===== config.mk =====
export PLATFORM = sky130hd
export DESIGN_NAME = cdc_hs_rx_ctrl
export DESIGN_NICKNAME = d
export VERILOG_FILES = /design/src/rtl/cdc_hs_rx_ctrl.sv
export SDC_FILE = /design/constraint.sdc
export NUM_CORES = 1
export LEC_CHECK = 0
export ABC_AREA = 1
export CAP_MARGIN = 20
export CORE_ASPECT_RATIO = 1.2
export CORE_MARGIN = 2
export CORE_UTILIZATION = 50
export CTS_CLUSTER_SIZE = 20
export DETAILED_ROUTE_END_ITERATION = 10
export PLACE_DENSITY = 0.83
export SLEW_MARGIN = 0
export SYNTH_ARGS = -nofsm -noshare
export SYNTH_HDL_FRONTEND = slang
export SYNTH_SLANG_ARGS = --single-unit
export TNS_END_PERCENT = 100

===== constraint.sdc =====
create_clock -name clkB -period 2.4 [get_ports clkB]
set_clock_uncertainty 0.2 [all_clocks]
set_input_delay 0.48 -clock clkB [delete_from_list [all_inputs] [get_ports clkB]]
set_output_delay 0.48 -clock clkB [all_outputs]
set_load 0.005 [all_outputs]

===== src/rtl/cdc_hs_rx_ctrl.sv =====
// Destination (clkB) side of a toggle req/ack CDC handshake: synchronises req_tgl,
// captures the source-held bus, offers it with valid/ready, then toggles ack back.
module cdc_hs_rx_ctrl #(
  parameter int DATA_W        = 8,
  parameter int SYNC_STAGES   = 2,
  parameter int SETTLE_CYCLES = 1,
  parameter int CNT_W         = 8
) (
  input  logic              clkB,
  input  logic              rstB,
  input  logic              req_tgl,
  input  logic [DATA_W-1:0] data_in,
  input  logic              out_ready,
  output logic [DATA_W-1:0] data_out,
  output logic              data_valid,
  output logic              ack_tgl,
  output logic              busy,
  output logic              proto_err,
  output logic [CNT_W-1:0]  xfer_cnt
);

  // Consumer handshake: a word transfers on any clkB edge where data_valid && out_ready;
  // data_valid never drops and data_out never changes until that edge.

  localparam logic [1:0] IDLE   = 2'd0;
  localparam logic [1:0] SETTLE = 2'd1;
  localparam logic [1:0] VALID  = 2'd2;

  localparam logic [3:0] SETTLE_LOAD = (SETTLE_CYCLES > 0) ? 4'(SETTLE_CYCLES - 1) : 4'd0;

  // Current FSM state; kept as a named signal so checkers can bind to it.
  logic [1:0]             state;
  logic [SYNC_STAGES-1:0] sync_q;
  logic                   req_sync;
  logic                   req_prev;
  logic                   req_edge;
  logic [3:0]             settle_cnt;

  assign req_sync = sync_q[SYNC_STAGES-1];
  assign req_edge = req_sync ^ req_prev;
  assign busy     = (state != IDLE);

  always_ff @(posedge clkB) begin
    if (rstB) begin
      sync_q     <= '0;
      req_prev   <= 1'b0;
      state      <= IDLE;
      settle_cnt <= 4'd0;
      data_out   <= '0;
      data_valid <= 1'b0;
      ack_tgl    <= 1'b0;
      proto_err  <= 1'b0;
      xfer_cnt   <= '0;
    end else begin
      sync_q   <= {sync_q[SYNC_STAGES-2:0], req_tgl};
      req_prev <= req_sync;

      // A new request while a transfer is in flight is dropped, only flagged.
      if (req_edge && (state != IDLE)) proto_err <= 1'b1;

      case (state)
        IDLE: begin
          if (req_edge) begin
            if (SETTLE_CYCLES > 0) begin
              state      <= SETTLE;
              settle_cnt <= SETTLE_LOAD;
            end else begin
              data_out   <= data_in;
              data_valid <= 1'b1;
              state      <= VALID;
            end
          end
        end
        SETTLE: begin
          if (settle_cnt == 4'd0) begin
            data_out   <= data_in;
            data_valid <= 1'b1;
            state      <= VALID;
          end else begin
            settle_cnt <= settle_cnt - 4'd1;
          end
        end
        VALID: begin
          if (out_ready) begin
            data_valid <= 1'b0;
            ack_tgl    <= ~ack_tgl;
            xfer_cnt   <= xfer_cnt + 1'b1;
            state      <= IDLE;
          end
        end
        default: state <= IDLE;
      endcase
    end
  end

endmodule


* Yosys cells after proc, flatten, opt, wreduce, memory -nomap -nowiden
Cells that the tools add are included.
Widths: inputs -> output; s select.
** Word-level totals
- Bits in registers :: 28
- Input bits :: 12
- Logic and storage cells :: 40
** Cells by class
- $add $sub $neg :: 2
- Equal/unequal tests :: 6
- Multiplexer cells :: 10
- Bitwise gates (word level) :: 2
- Reduce and logical (&&, ||, !) cells :: 11
** Operators by type and width (number)
- $reduce_and 3->1 :: 3
- $add 8x1->8 const B :: 1
- $mux 4 :: 2
- $ne 2x2->1 const B :: 4
- $pmux 4 s2 :: 1
- $mux 2 :: 3
- $pmux 2 s3 :: 1
- $reduce_bool 2->1 :: 3
- $logic_not 4->1 :: 1
- $reduce_and 2->1 :: 2
- $sub 4x1->4 const B :: 1
- $eq 2x1->1 const B :: 1
- $eq 2x2->1 const B :: 1
- $logic_not 2->1 :: 1
- $mux 1 :: 2
- $pmux 1 s2 :: 1
- $logic_and 1x1->1 :: 1
- $not 1->1 :: 1
- $xor 1x1->1 :: 1

* Depth between registers and ports, before layout
- Word-level depth :: 3
- Gate-level depth with buffers :: 8
- Mapped depth without buffers :: 8

* Least setup slack after synthesis
No wires, ideal clock.
- Path type :: register to register
- Start :: register settle_cnt[0]
- End :: register settle_cnt[3]
- Arrival time :: 1.100 ns
- Required time :: 2.089 ns
- Slack :: 0.989 ns
- Cell stages (with the launch flop) :: 9
- Period minus slack after synthesis :: 1.411 ns
- Cells stage by stage :: dfxtp_1 inv_1 ha_1 nand2_1 nand2_1 nand2_1 inv_1 nor2_1 nor2_1
** On the way
- Longest elaborated chain between the ends :: 3
- Elaborated cells between the ends (all ways) :: 6
- Those cells by class :: add/sub: 1; eq/ne: 1; mux: 2; reduce/logical: 2
** Ends and longest elaborated chain
- start, declared :: RTL line 37 : logic [3:0] settle_cnt;
- start signal, assigned :: RTL line 80 : settle_cnt <= settle_cnt - 4'd1;
- $sub 4x1->4 or $logic_not 4->1 (tied branches) :: RTL line 80, 75
- $mux 4 or $ne 2x2->1 (tied branches)
- $pmux 4 s2 or $reduce_and 3->1 (tied branches)
Several ways; a longest one is shown, not always the timed one. The select of a mux whose other input is x is not followed.
A chain may end at the register's enable or synchronous reset.

* Worst setup path after layout
- Start :: register state[1]
- End :: output busy
** On the way
- Longest elaborated chain between the ends :: 1
** Ends and longest elaborated chain
- start, declared :: RTL line 32 : logic [1:0] state;
- start signal, assigned :: RTL line 47 : state <= IDLE;
- start signal, assigned :: RTL line 65 : state <= SETTLE;
- start signal, assigned :: RTL line 70 : state <= VALID;
- $reduce_bool 2->1 :: RTL line 41 : assign busy = (state != IDLE);
- end, declared :: RTL line 17 : output logic busy,
No other way between the ends.

==> results.json <==
{
  "worstSkewPairLatency_ns": 0.32,
  "use_met2_pct": 34.67,
  "power.leakage_uw": 0.0006746,
  "seq_area_frac_synth_pct": 47.97,
  "dp_hpwl_mm": 1.835,
  "synth_top_flop_cell": "dfxtp_1",
  "cts_resized": 0,
  "fin_nets": 208,
  "yosysTopAreaCell": "dfxtp_1",
  "end_kind": "output pin",
  "min_period_ns": 2.215,
  "synth_edf_count": 0,
  "finalMaxSlewViolations": 0,
  "drc": 0,
  "ys.warnings.count": 0,
  "synth_top_area_share_pct": 47.97,
  "dpl_cell_area_mm2": 0.001518,
  "post_cts_buffers": 0,
  "ir_drop_mv": 0.4637,
  "seq_area_um2": 560.5,
  "grt_usage_pct": 19.46,
  "placementRows": 19,
  "fin_setup_tns_ns": 0,
  "gp_congestion": 0.7899,
  "vias_per_cell": 4.924,
  "cp_cell_sequence": "nor2_1, inv_1, clkdlybuf4s50_1",
  "initial_core_util_pct": 51.75,
  "setup_violations": 0,
  "timing.final.crit_share_pct": 92.30,
  "clk_pin_slew_ns": 0.14,
  "ys_types": 18,
  "syn_nets": 173,
  "busiest_layer": "met2",
  "fin_ws_ns": 0.1849,
  "antenna_found_initial": 0,
  "core_area_mm2": 0.002258,
  "grt_util_met3_pct": 2.848,
  "n_antenna_cell": 0,
  "first_pass_iters": 4,
  "maxSlewHeadroom_pct": 70.23,
  "use_met1_pct": 21.44,
  "grt_pass1_wl_mm": 3.898,
  "hold_path.class": "flip-flop to flip-flop",
  "slowest_delay_ns": 0.51,
  "clockBufferDepth": 2,
  "crit_arrival_ns": 1.54,
  "die_area_mm2": 0.002741,
  "io_buffers": 31,
  "first_iter_violations": 12,
  "drive_gt1_share_pct": 5.699,
  "synthMostInstantiatedCell": "nor2_1",
  "fmax_mhz": 451.4,
  "cts.sinks": 28,
  "cts-root-buf": "clkbuf_4",
  "yosys-top-cells-count": "45 x nor2_1, 28 x dfxtp_1, 20 x inv_1, 20 x nand2_1, 12 x o21ai_0",
  "fp.dieW_um": 48.13,
  "final_antenna_net_count": 0,
  "final_area_mm2": 0.001554,
  "ys_ff_latch": 28,
  "grt_start_max_net_pins": 17,
  "place_ws_ns": 0.4741,
  "post_synth.cell_area_avg_um2": 7.350,
  "path_class": "flip-flop to output pin",
  "htree_levels": 1,
  "synth_cells": 159,
  "io_pins": 32,
  "die_h_um": 56.96,
  "numCtsBuffers": 3,
  "maxCapViolCount": 0,
  "startpoint_type": "flip-flop",
  "tightest_slew_ns": 0.4461,
  "async_flop_share_pct": 0,
  "cp_slowest_cell": "dfxtp_1",
  "dr_total_vias": 1103,
  "multi_input_area_um2": 518.0,
  "rsz0062_at_grt": "false",
  "cts_hold_buffers": 0,
  "crit_fanout": 5,
  "cts_tree": "done",
  "powerDensity_mw_per_mm2": 563.7,
  "outcome": "completed",
  "nFillCells": 183,
  "crit_required_ns": 1.72,
  "grt_pass1_vias": 990,
  "grt_overflow": 0,
  "syn-cell-area_mm2": 0.001169,
  "hold_violations": 0,
  "wl_per_cell_um": 10.88,
  "syn2layout_area_growth_pct": 32.98,
  "wl_mm": 2.437,
  "ys_top_cells_by_area": "dfxtp_1 48%, nor2_1 14%, inv_1 6.4%",
  "whs_ns": 0.2150
}
==> worst max-delay path: cells and delay by family, from the launching register on <==
| kind | cells | cell delay, ns |
|---|---|---|
| AND/OR/NAND/NOR | 1 | 0.13 |
| buffers and inverters | 2 | 0.58 |
| flip-flops | 1 | 0.51 |
==> sequential cells by signal, summed over array words and instances (netlist names) <==
name and cells:
data_valid 1, settle_cnt 4, req_prev 1, state 2, proto_err 1, data_out 8
sync_q 2, ack_tgl 1, xfer_cnt 8
==> final timing paths <==
| kind | start | end | slack, ns | cells past startpoint |
|---|---|---|---|---|
| max | state[1]$_SDFFE_PP0P_ | busy | 0.18 | 3 |
| min | sync_q[0]$_SDFF_PP0_ | sync_q[1]$_SDFF_PP0_ | 0.21 | 2 |
| max reg2reg | settle_cnt[0]$_SDFFE_PP0P_ | settle_cnt[3]$_SDFFE_PP0P_ | 0.76 | 8 |
| min reg2reg | sync_q[0]$_SDFF_PP0_ | sync_q[1]$_SDFF_PP0_ | 0.21 | 2 |
==> through the flow <==
step | total power [uW] | std cells | utilization, %
after CTS | 883.2 | 224 | 68.81
after floorplan | 591.8 | 159 | -
after global routing | 919.3 | 224 | 68.81
after detailed placement | 659.2 | 220 | 67.20
after global placement | 652.5 | 220 | 67.20
final | 876.0 | 224 | 68.81
==> power by group <==
group,switching (uW),total [uW],internal (uW)
registers,16.0,505,489
clock network,132,225,92.8
logic,74.0,145,71.5
==> kinds of logic (layout without fill, tap and decap cells) <==
family | after synthesis | after routing | synth area share, %
DFF | 28 | 28 | 47.97
buffers and inverters | 24 | 58 | 7.709
adders and majority gates | 2 | 2 | 2.141
AOI/OAI and AO/OA | 23 | 23 | 10.39
xor gates and xnor gates | 2 | 2 | 1.499
and+or+nand+nor | 80 | 80 | 30.30
==> area by class of cell <==
cell class	count	area share, %
multi-input cells	107	33.33
flip-flops and latches	28	36.07
clock buffers	4	2.335
repair buffers	32	20.45
well taps	31	2.496
inverters	22	5.314
==> routing by layer <==
metal / vias up / wire (um)
met3: 4 / 68
met4: 0 / 35
met1: 507 / 1027
met5: - / 0
met2: 21 / 1306
li1: 571 / -
==> cells in the final DEF (no fill, tap or decap), drive strengths merged <==
cell	n
ha	2
o21ai	12
buf	1
nand3b	2
a31oi	1
nand3	7
a21oi	8
clkdlybuf4s50	31
inv	22
nand2	20
nand4	3
xor2	2
dfxtp	28
clkbuf	4
nor2	48
o21a	2
No activity file was read; power rests on OpenSTA's default activity.
